<file path="src/rtl/cache_tag_lookup_ctrl.sv">
// rtl/cache_tag_lookup_ctrl.sv - tag lookup / miss fill control in front of the tag RAM.
// Optional hit/miss statistics counters are enabled by defining CACHE_STATS_EN.
module cache_tag_lookup_ctrl #(
  parameter int TAG_W   = 8,
  parameter int INDEX_W = 6
`ifdef CACHE_STATS_EN
  ,
  parameter int STAT_W  = 16
`endif
) (
  input  logic                       Clk,
  input  logic                       Reset_n,
  input  logic                       CpuReq,
  input  logic [TAG_W+INDEX_W-1:0]   CpuAddr,
  output logic                       CpuAck,
  output logic                       CpuHit,
  output logic                       Busy,
  output logic [INDEX_W-1:0]         TagAddr,
  output logic [TAG_W-1:0]           TagIn,
  input  logic [TAG_W-1:0]           TagOut,
  output logic                       TagWrite,
  output logic                       MemReq,
  output logic [TAG_W+INDEX_W-1:0]   MemAddr,
  input  logic                       MemAck
`ifdef CACHE_STATS_EN
  ,
  output logic [STAT_W-1:0]          HitCount,
  output logic [STAT_W-1:0]          MissCount
`endif
);

  localparam int ADDR_W = TAG_W + INDEX_W;
  localparam int LINES  = 2 ** INDEX_W;

  typedef enum logic [2:0] {
    IDLE    = 3'd0,
    READ    = 3'd1,
    COMPARE = 3'd2,
    FETCH   = 3'd3,
    UPDATE  = 3'd4
  } state_t;

  state_t              state_q, state_d;
  logic [ADDR_W-1:0]   req_addr_q, req_addr_d;
  logic [LINES-1:0]    valid_q, valid_d;
  logic [INDEX_W-1:0]  tag_addr_q, tag_addr_d;
  logic [TAG_W-1:0]    tag_in_q, tag_in_d;
  logic                tag_write_q, tag_write_d;
  logic                mem_req_q, mem_req_d;
  logic [ADDR_W-1:0]   mem_addr_q, mem_addr_d;

  logic [TAG_W-1:0]    req_tag;
  logic [INDEX_W-1:0]  req_index;
  logic                lookup_hit;

  assign req_tag    = req_addr_q[ADDR_W-1:INDEX_W];
  assign req_index  = req_addr_q[INDEX_W-1:0];
  // TagOut is only meaningful in COMPARE, one posedge after the RAM sampled TagAddr.
  assign lookup_hit = valid_q[req_index] && (TagOut == req_tag);

`ifdef CACHE_STATS_EN
  logic [STAT_W-1:0] hit_count_q, hit_count_d;
  logic [STAT_W-1:0] miss_count_q, miss_count_d;
  localparam logic [STAT_W-1:0] STAT_ONE = {{(STAT_W-1){1'b0}}, 1'b1};
`endif

  always_comb begin
    state_d     = state_q;
    req_addr_d  = req_addr_q;
    valid_d     = valid_q;
    tag_addr_d  = tag_addr_q;
    tag_in_d    = tag_in_q;
    tag_write_d = 1'b0;
    mem_req_d   = mem_req_q;
    mem_addr_d  = mem_addr_q;
`ifdef CACHE_STATS_EN
    hit_count_d  = hit_count_q;
    miss_count_d = miss_count_q;
`endif

    unique case (state_q)
      IDLE: begin
        if (CpuReq) begin
          req_addr_d = CpuAddr;
          tag_addr_d = CpuAddr[INDEX_W-1:0];
          state_d    = READ;
        end
      end

      READ: begin
        state_d = COMPARE;
      end

      COMPARE: begin
        if (lookup_hit) begin
          state_d = IDLE;
`ifdef CACHE_STATS_EN
          if (hit_count_q != '1) hit_count_d = hit_count_q + STAT_ONE;
`endif
        end else begin
          mem_req_d  = 1'b1;
          mem_addr_d = req_addr_q;
          state_d    = FETCH;
`ifdef CACHE_STATS_EN
          if (miss_count_q != '1) miss_count_d = miss_count_q + STAT_ONE;
`endif
        end
      end

      FETCH: begin
        if (MemAck) begin
          mem_req_d   = 1'b0;
          tag_in_d    = req_tag;
          tag_write_d = 1'b1;
          state_d     = UPDATE;
        end
      end

      UPDATE: begin
        // The RAM has already committed the tag at this cycle's negedge.
        valid_d[req_index] = 1'b1;
        state_d            = IDLE;
      end

      default: begin
        state_d = IDLE;
      end
    endcase
  end

  always_ff @(posedge Clk or negedge Reset_n) begin
    if (!Reset_n) begin
      state_q     <= IDLE;
      req_addr_q  <= '0;
      valid_q     <= '0;
      tag_addr_q  <= '0;
      tag_in_q    <= '0;
      tag_write_q <= 1'b0;
      mem_req_q   <= 1'b0;
      mem_addr_q  <= '0;
`ifdef CACHE_STATS_EN
      hit_count_q  <= '0;
      miss_count_q <= '0;
`endif
    end else begin
      state_q     <= state_d;
      req_addr_q  <= req_addr_d;
      valid_q     <= valid_d;
      tag_addr_q  <= tag_addr_d;
      tag_in_q    <= tag_in_d;
      tag_write_q <= tag_write_d;
      mem_req_q   <= mem_req_d;
      mem_addr_q  <= mem_addr_d;
`ifdef CACHE_STATS_EN
      hit_count_q  <= hit_count_d;
      miss_count_q <= miss_count_d;
`endif
    end
  end

  // A hit must be acknowledged in the same cycle TagOut arrives, so the ack is decoded from state.
  assign CpuAck   = ((state_q == COMPARE) && lookup_hit) || (state_q == UPDATE);
  assign CpuHit   = (state_q == COMPARE) && lookup_hit;
  assign Busy     = (state_q != IDLE);
  assign TagAddr  = tag_addr_q;
  assign TagIn    = tag_in_q;
  assign TagWrite = tag_write_q;
  assign MemReq   = mem_req_q;
  assign MemAddr  = mem_addr_q;

`ifdef CACHE_STATS_EN
  assign HitCount  = hit_count_q;
  assign MissCount = miss_count_q;
`endif

endmodule
</file>
<file path="config.mk">
export PLATFORM = sky130hd
export DESIGN_NAME = cache_tag_lookup_ctrl
export DESIGN_NICKNAME = d
export VERILOG_FILES = /design/src/rtl/cache_tag_lookup_ctrl.sv
export SDC_FILE = /design/constraint.sdc
export NUM_CORES = 1
export LEC_CHECK = 0
export ABC_AREA = 1
export BUFFER_PORTS_ARGS = -buffer_cell sky130_fd_sc_hd__buf_2
export CAP_MARGIN = 30
export CORE_AREA = 2 2 91 93
export DETAILED_ROUTE_END_ITERATION = 16
export DIE_AREA = 0 0 93 95
export PLACE_DENSITY = 0.83
export SETUP_SLACK_MARGIN = 0.4
export SYNTH_ARGS = -nofsm -noshare
export SYNTH_HDL_FRONTEND = slang
export SYNTH_SLANG_ARGS = --single-unit
export TNS_END_PERCENT = 30
</file>
<file path="constraint.sdc">
create_clock -name Clk -period 4.9 [get_ports Clk]
set_clock_uncertainty 0.15 [all_clocks]
set_input_delay 0.245 -clock Clk [delete_from_list [all_inputs] [get_ports Clk]]
set_output_delay 0.245 -clock Clk [all_outputs]
set_load 0.05 [all_outputs]
</file>
# Word level (Yosys, flattened, before mapping)
# Cells that the tools add are included.
[word_totals]
register_bits = 111
inputBits = 26
out_inout_bits = 33
elab_cells = 45
[op_classes]
order_cmp = 2
eq_ne = 8
muxes = 13
n_bitwise = 2
reduce_logical = 12
[op_table]
columns = ["cell", "n"]
rows = [
  ["bitwise OR 64 bit", 1],
  ["case mux 3 bit (4 select lines)", 1],
  ["equality test 8 bit", 1],
  ["AND reduction 2 bit", 4],
  ["< comparator 6 x 7 -> 1 bit, second input constant", 1],
  ["binary-select mux 1 bit (select 6 bit)", 1],
  ["demux 1 bit (select 6 bit)", 1],
  ["equality test 3 x 2 -> 1 bit, second input constant", 2],
  ["greater-or-equal comparator 6 x 1 -> 1 bit, second input constant", 1],
  ["2-to-1 mux 1 bit", 6],
  ["2-to-1 mux 3 bit", 2],
  ["!= test 2 bit, second input constant", 3],
  ["equality test 3 x 1 -> 1 bit, second input constant", 1],
  ["equality test 3 bit, second input constant", 1],
  ["logical AND 1 bit", 3],
  ["zero test 3 bit", 1],
  ["AND reduction 3 bit", 1],
  ["nonzero test 3 bit", 1],
  ["2-to-1 mux 2 bit", 1],
  ["case mux 1 bit (2 select lines)", 1],
  ["nonzero test 2 bit", 1],
  ["logical OR 1 bit", 1],
  ["NOT 1 bit", 1],
]

# Longest topological paths before layout
# Gate-level depths: netlist of the first run.
[depth]
depth_word = 5
mapped_depth = 17
mapped_depth_nobuf = 15

# Worst setup path after synthesis of the first run
# OpenSTA, ideal clock, no wires.
[synth_path]
kind = "reg2out"
startpoint = "register req_addr_q[0]"
endpoint = "output port CpuAck"
arrival_ns = 1.614
required_time_ns = 4.505
slack_ns = 2.891
path_stages_with_launch = 15
path_buffers = 1
path_cell_list = "dfrtp_1 inv_2 buf_2 nand2_1 nand2_1 nand2_1 nand2_1 nand2_1 nand2_1 nand2_1 nand2_1 nor2_1 nand2_1 nand3_1 nand2_1"
[synth_between]
elab_chain_cells = 5
[synth_lines]
columns = ["item", "line", "text"]
rows = [
  ["start: declaration", "44", "logic [ADDR_W-1:0] req_addr_q, req_addr_d;"],
  ["start signal: assignment", "147", "req_addr_q <= req_addr_d;"],
  ["binary-select mux 1 bit (select 6 bit)", "59", "assign lookup_hit = valid_q[req_index] && (TagOut == req_tag);"],
  ["2-to-1 mux 1 bit (implied by the code)", "59", ""],
  ["logical AND 1 bit", "59", ""],
  ["logical AND 1 bit", "162", "assign CpuAck = ((state_q == COMPARE) && lookup_hit) || (state_q == UPDATE);"],
  ["logical OR 1 bit", "162", ""],
  ["end: declaration", "15", "output logic CpuAck,"],
]
# Every way passes these cells. The select of a mux whose other input is x is not followed.

# Final worst setup path of the first run
[layout_path]
startpoint = "register req_addr_q[1]"
endpoint = "output port CpuAck"
# Same word-level chain as after synthesis.

==> results.sh, run 1 <==
export IMPL_status="finished clean"
export IMPL_dp_final_hpwl_um=7440
export IMPL_pre_cts_ws_ps=2360
export IMPL_worstSkewPairLatency_ps=370
export IMPL_detailedRoute_firstIterationViolations=323
export IMPL_postCtsSetupBuffers=0
export IMPL_antenna_cells_inserted=0
export IMPL_route_top_layer_used="met4"
export IMPL_clock_sinks=105
export IMPL_synthesis_instances=563
export IMPL_drv_slew=0
export IMPL_finalWirelength_um=11100
export IMPL_r2r_cells=12
export IMPL_detailroute_via_count=3982
export IMPL_gp_routability_congestion=0.889
export IMPL_yosysWarnings=0
export IMPL_grt_first_pass_wirelength_um=18400
export IMPL_finalCritPeriodShare_pct=61.5
export IMPL_groute_usage_overall_pct=26.7
export IMPL_synth_largest_type_area_fraction_pct=55.6
export IMPL_worstReg2RegStart="req_addr_q[1]"
export IMPL_core_mm2=0.00793
export IMPL_initial_utilization_pct=59.6
export IMPL_cts_resized=0
export IMPL_fin_nets=655
export IMPL_crit_fanout=14
export IMPL_finalSetupViolations=0
export IMPL_synth_lib_cells_used_distinct=25
export IMPL_synth_main_ff_cell="sky130_fd_sc_hd__dfrtp_1"
export IMPL_launching_instance_or_port_of_the_critical_path="req_addr_q[1]"
export IMPL_cts_hold_fix_buffers=15
export IMPL_drt_pass1_iter_count=5
export IMPL_grt_antenna_before_repair=0
export IMPL_critical_path_arrival_ps=2620
export IMPL_clk_pin_slew_ps=100
export IMPL_worstReg2RegEnd="MemAddr[12]"
export IMPL_cts_htree_levels=3
export IMPL_n_fill_cell=647
export IMPL_root_buffer="sky130_fd_sc_hd__clkbuf_8"
export IMPL_setup_worst_path_start_class="flop"
export IMPL_timing_hold_violations_final=0
export IMPL_syn_to_final_growth_pct=14.5
export IMPL_cts_buffer_depth=2
export IMPL_numPortBuffers=58
export IMPL_gr_total_overflow=0
export IMPL_tritoncts_clock_tree="done"
export IMPL_fp_dieH_um=95
export IMPL_synth_seq_cells=105
export IMPL_wire_per_inst_um=15.1
export IMPL_holdPathEnd="req_addr_q[4]"
export IMPL_cts_made_buffers=9
export IMPL_synth_sequential_area_ratio_pct=55.6
export IMPL_setup_tns_final_ps=0
export IMPL_post_synth_main_area_contributors="sky130_fd_sc_hd__dfrtp_1 (56%), sky130_fd_sc_hd__nand2_1 (16%), sky130_fd_sc_hd__inv_1 (5.1%)"
export IMPL_worst_hold_path_type="input port to flop"
export IMPL_floorplan_die_area_mm2=0.00884
export IMPL_timing_fmax_mhz=332
export IMPL_post_layout_min_period_ps=3020
export IMPL_p_per_area_mw_per_mm2=629
export IMPL_met3_length_um=584
export IMPL_vdd_drop_max_uv=363
export IMPL_setup_reg_to_reg_worst_slack_ps=2220
export IMPL_route_met2_wl_um=5570
export IMPL_timing_critical_path_to_type="output pin"
export IMPL_worst_endpoint_required_ps=4510
export IMPL_worst_slew_pin_transition_ps=910
export IMPL_max_cap_viol_count=0
export IMPL_rsz_0062_raised_after_global_routing="false"
export IMPL_fp_row_count=33
export IMPL_path_class="flop to output pin"
export IMPL_met1Wirelength_um=4650
export IMPL_postRouteAntennaNets=0
export IMPL_netlist_area_mm2=0.00473
export IMPL_grt_pass1_vias=4036
export IMPL_final_hold_worst_slack_ps=35.4
export IMPL_synth_top_cell_by_area="sky130_fd_sc_hd__dfrtp_1"
export IMPL_final_layout_size_suffix_gt1_share_pct=14.2
export IMPL_die_x_um=93
export IMPL_hp_start="CpuAddr[4]"
export IMPL_yosysMostFrequentCell="sky130_fd_sc_hd__nand2_1"
export IMPL_syn_num_nets=589
export IMPL_synth_common_cells="sky130_fd_sc_hd__nand2_1 (198), sky130_fd_sc_hd__dfrtp_1 (105), sky130_fd_sc_hd__inv_1 (64)"
export IMPL_async_flop_share_pct=100
export IMPL_ioPinCount=59
export IMPL_timing_hold_worst_path_depth=3
export IMPL_drc=0
export IMPL_postLayoutCoreUtil_pct=68.3
export IMPL_synth_enable_flop_cells=0
export IMPL_pin_count_of_the_biggest_net_entering_global_routing=60
export IMPL_slew_headroom_pct=39.2
export IMPL_synth_area_per_cell_um2=8.40
export IMPL_finalWorstSetupSlack_ps=1880
export IMPL_power_leakage_nw=2.87
export IMPL_vias_per_cell=5.39
[placed cells by master (no fill, tap or decap)]
master,n
sky130_fd_sc_hd__dfrtp_1,105
sky130_fd_sc_hd__nand2_4,1
sky130_fd_sc_hd__inv_6,1
sky130_fd_sc_hd__nand4_1,3
sky130_fd_sc_hd__buf_2,57
sky130_fd_sc_hd__nand3b_1,1
sky130_fd_sc_hd__clkinv_4,1
sky130_fd_sc_hd__clkinv_1,1
sky130_fd_sc_hd__clkbuf_8,9
sky130_fd_sc_hd__clkinvlp_4,1
sky130_fd_sc_hd__nand2_1,198
sky130_fd_sc_hd__buf_4,4
sky130_fd_sc_hd__o21ai_0,37
sky130_fd_sc_hd__dlygate4sd3_1,15
sky130_fd_sc_hd__nor3_1,10
sky130_fd_sc_hd__o21bai_1,32
sky130_fd_sc_hd__a21oi_2,1
sky130_fd_sc_hd__nand2_2,1
sky130_fd_sc_hd__inv_8,1
sky130_fd_sc_hd__inv_1,64
sky130_fd_sc_hd__bufinv_16,2
sky130_fd_sc_hd__clkinv_2,1
sky130_fd_sc_hd__o21ai_1,4
sky130_fd_sc_hd__nor2_1,29
sky130_fd_sc_hd__nand3_1,30
sky130_fd_sc_hd__xnor2_1,4
sky130_fd_sc_hd__a21oi_1,10
sky130_fd_sc_hd__or2_2,4
sky130_fd_sc_hd__inv_2,2
sky130_fd_sc_hd__o211ai_1,1
sky130_fd_sc_hd__mux2_2,4
[cell type report]
class,count,area [um^2],share of cell area (%)
Sequential cell,105,2630,48.5
Multi-Input combinational cell,370,1710,31.6
Timing Repair Buffer,76,465,8.60
Inverter,67,251,4.65
Tap cell,105,131,2.43
Clock buffer,9,124,2.29
Clock inverter,7,101,1.87
[logic make-up (layout without fill, tap and decap cells)]
kind of cell / after synthesis / in the layout / share of synthesized area, %
mux: 4 / 4 / 0.953
simple gates: 277 / 277 / 23.7
compound gates: 85 / 85 / 10.8
flops: 105 / 105 / 55.6
buf+inv: 88 / 159 / 8.18
xor+xnor: 4 / 4 / 0.741
[worst max-delay path by stage]
stage	endpoint	slack, ps	cells after the start
final	CpuAck	1880	11
after global routing	CpuAck	1750	11
after CTS	CpuAck	1940	11
after detailed placement	CpuAck	2360	11
after global placement	CpuAck	2370	11
after floorplan	CpuAck	2890	14
[power by group]
| part | total, mW | internal (mW) | switching [mW] | leakage, nW |
|---|---|---|---|---|
| Combinational | 1.50 | 0.391 | 1.11 | 1.38 |
| Clock | 0.601 | 0.293 | 0.308 | 0.112 |
| Sequential | 1.30 | 1.12 | 0.183 | 1.37 |
[worst max-delay path: stages, from the launching register on]
cell and delay (ps):
sky130_fd_sc_hd__dfrtp_1 710, sky130_fd_sc_hd__inv_2 200, sky130_fd_sc_hd__nor2_1 340, sky130_fd_sc_hd__o211ai_1 140
sky130_fd_sc_hd__nand2_1 100, sky130_fd_sc_hd__o21ai_1 60, sky130_fd_sc_hd__nand2_1 90, sky130_fd_sc_hd__nor2_1 40
sky130_fd_sc_hd__nand2_1 110, sky130_fd_sc_hd__nand3_1 110, sky130_fd_sc_hd__nand2_1 90, sky130_fd_sc_hd__buf_2 260
[flip-flops by register name (all words and copies together) (netlist names)]
register,count
TagWrite,1
req_addr_q,14
state_q,3
MemAddr,14
MemReq,1
valid_q,64
TagIn,8
[through the flow]
stage                     cells  cell area [um^2]  total power [mW]
after global routing        739              5410              3.62
after floorplan             563              4730              2.46
after CTS                   739              5410              3.40
final                       739              5410              3.40
after global placement      708              5040              2.73
after detailed placement    708              5040              2.78
[per-layer routing]
metal	track usage, %	up-vias
met3	5.43	33
li1	-	1889
met2	45.0	152
met5	0	-
met1	33.7	1908
met4	11.4	0
Note: power is estimated with default switching activity, not from simulation.
==> inputs of run 2 (changes only) <==
Settings changed: CORE_AREA 2 2 91 93 to 2 2 99 101, DIE_AREA 0 0 93 95 to 0 0 101 103, PLACE_DENSITY 0.83 to 0.74.
Clock period 4.9 ns to 2.6 ns, I/O delays scaled along.
==> results.sh, run 2 (synthesis results as in run 1) <==
export IMPL_grt_first_pass_wirelength_um=18300
export IMPL_root_buffer="sky130_fd_sc_hd__clkbuf_8"
export IMPL_power_leakage_nw=2.98
export IMPL_share_seq_of_total_power_pct=36.7
export IMPL_worstReg2RegStart="req_addr_q[0]"
export IMPL_finalCritPeriodShare_pct=91.6
export IMPL_cts_buffer_depth=2
export IMPL_net_switching_power_mw=3.13
export IMPL_combined_flip_flop_and_latch_cell_area_mm2=0.00263
export IMPL_n_fill_cell=814
export IMPL_drv_slew=0
export IMPL_timing_fmax_mhz=420
export IMPL_largest_register="valid_q"
export IMPL_fp_dieH_um=103
export IMPL_initial_utilization_pct=50.0
export IMPL_crit_chain="buf_6 > clkbuf_16 > nand2_1 > nand2_1 > nand2_1 > nand2_1 > nand2_1 > nand2_1 > nand2_1 > nand2_1 > nor2_1 > nand2_2 > nand3_4 > nand2_2 > buf_8"
export IMPL_path_class="flop to output pin"
export IMPL_dp_final_hpwl_um=8090
export IMPL_core_mm2=0.00946
export IMPL_floorplan_die_area_mm2=0.0104
export IMPL_fp_row_count=36
export IMPL_rsz_0062_raised_after_global_routing="true"
export IMPL_slew_headroom_pct=48.6
export IMPL_detailroute_via_count=4044
export IMPL_grt_antenna_before_repair=0
export IMPL_max_cap_viol_count=0
export IMPL_groute_usage_overall_pct=22.7
export IMPL_vias_per_cell=5.30
export IMPL_dpl_instance_area_mm2=0.00511
export IMPL_drc=0
export IMPL_intPower_mw=3.54
export IMPL_share_clk_of_total_power_pct=14.5
export IMPL_post_layout_min_period_ps=2380
export IMPL_finalSetupViolations=0
export IMPL_critPathMostFrequentCell="sky130_fd_sc_hd__nand2_1"
export IMPL_antenna_cells_inserted=0
export IMPL_drt_pass1_iter_count=5
export IMPL_multi_input_area_mm2=0.00181
export IMPL_final_hold_worst_slack_ps=81.0
export IMPL_worstSkewPairLatency_ps=360
export IMPL_largest_register_ff_count=64
export IMPL_vdd_drop_max_uv=820
export IMPL_p_per_area_mw_per_mm2=1160
export IMPL_setup_worst_path_start_class="flop"
export IMPL_crit_fanout=8
export IMPL_cts_htree_levels=3
export IMPL_gp_routability_congestion=0.905
export IMPL_worst_slew_pin_transition_ps=769
export IMPL_combinationalPowerShare_pct=48.8
export IMPL_pin_count_of_the_biggest_net_entering_global_routing=50
export IMPL_clock_sinks=105
export IMPL_setup_tns_final_ps=0
export IMPL_power_mw=6.67
export IMPL_mostFrequentLayoutCell="sky130_fd_sc_hd__nand2_1"
export IMPL_timing_hold_violations_final=0
export IMPL_numPortBuffers=58
export IMPL_finalWirelength_um=11800
export IMPL_final_layout_size_suffix_gt1_share_pct=19.3
export IMPL_grt_pass1_vias=3781
export IMPL_worst_hold_path_type="input port to async pin"
export IMPL_die_x_um=101
export IMPL_status="finished clean"
export IMPL_cts_made_buffers=9
export IMPL_layout_cells_most_common_list="sky130_fd_sc_hd__nand2_1 (187), sky130_fd_sc_hd__dfrtp_1 (103), sky130_fd_sc_hd__inv_1 (63), sky130_fd_sc_hd__buf_2 (55), sky130_fd_sc_hd__o21ai_0 (36)"
export IMPL_worst_endpoint_required_ps=2320
export IMPL_swShare_pct=46.9
export IMPL_finalInstanceArea_mm2=0.00574
export IMPL_clk_pin_slew_ps=100
export IMPL_wire_per_inst_um=15.5
export IMPL_cpMaxStageDelayCell="sky130_fd_sc_hd__dfrtp_1"
export IMPL_critical_path_arrival_ps=2100
export IMPL_max_stage_delay_ps=440
export IMPL_detailedRoute_firstIterationViolations=247
export IMPL_postRouteAntennaNets=0
export IMPL_syn_to_final_growth_pct=21.5
export IMPL_fin_nets=672
export IMPL_tritoncts_clock_tree="done"
export IMPL_timing_critical_path_to_type="output pin"
export IMPL_gr_total_overflow=0
export IMPL_ioPinCount=59
export IMPL_launching_instance_or_port_of_the_critical_path="req_addr_q[0]"
## run 2: cell count changes in the layout (fill, tap and decap cells not counted), sizes merged, moves of 2 or more
cell / before / now
buf: 61 / 73
clkbuf: 9 / 11
dlygate4sd3: 15 / 17
inv: 68 / 66
## run 2: worst paths after layout
| path | slack, ps | cells past startpoint | end |
|---|---|---|---|
| setup / recovery | 220 | 15 | CpuAck |
| hold / removal | 80 | 2 | valid_q[25] |
| setup reg to reg | 460 | 16 | MemAddr[2] |
| hold reg to reg | 310 | 2 | valid_q[24] |
| max in group asynchronous | 1470 | 3 | req_addr_q[1] |
| min in group Clk | 290 | 7 | MemAddr[0] |
## run 2: what timing repair did
| item | CTS | global route |
|---|---|---|
| endpoints found under the setup margin | 19 | 19 |
| pin swaps | 2 | 14 |
| hold buffers | 17 | 0 |
| gates cloned | 1 | 3 |
| hold endpoints to repair | 94 | 0 |
| resized for setup | 29 | 18 |
| setup buffers | 3 | 2 |
## run 2: metal layers
| metal | share of wire [%] | global-route usage [%] | routed length, um |
|---|---|---|---|
| met4 | 2.7 | 10.2 | 320 |
| met5 | 0 | 0 | 0 |
| met2 | 49 | 36.2 | 5830 |
| met1 | 44 | 31.6 | 5220 |
| met3 | 3.7 | 2.37 | 438 |
## run 2: area by class of cell
type	count	area share, %
sequential	105	45.8
multi-input combinational	371	31.5
timing repair buffer	92	12.6
inverter	67	4.42
tap	114	2.48
clock buffer	9	2.16
clock inverter	5	1.02
## run 2: power by group through the flow
stage / sequential [mW] / clock [mW] / combinational (mW)
finish: 2.45 / 0.968 / 3.25
global placement: 2.45 / 0 / 2.81
detailed placement: 2.46 / 0 / 2.88
CTS: 2.44 / 0.982 / 3.10
global route: 2.51 / 1.04 / 3.52
floorplan: 2.99 / 0 / 1.64
## run 2: through the flow
stage          setup slack (ps)  utilization (%)  std cells
2_1_floorplan               663                -        563
3_5_place_dp                240             54.0        723
3_3_place_gp                269             54.0        723
4_1_cts                     224             59.3        758
6_report                    220             60.7        763
5_1_grt                    87.0             60.7        763
## run 2: critical path, delay by kind of cell, from the launching register on
kind / cells / cell delay, ps
buffers and inverters: 3 / 470
flip-flops: 1 / 440
AND/OR/NAND/NOR: 12 / 830
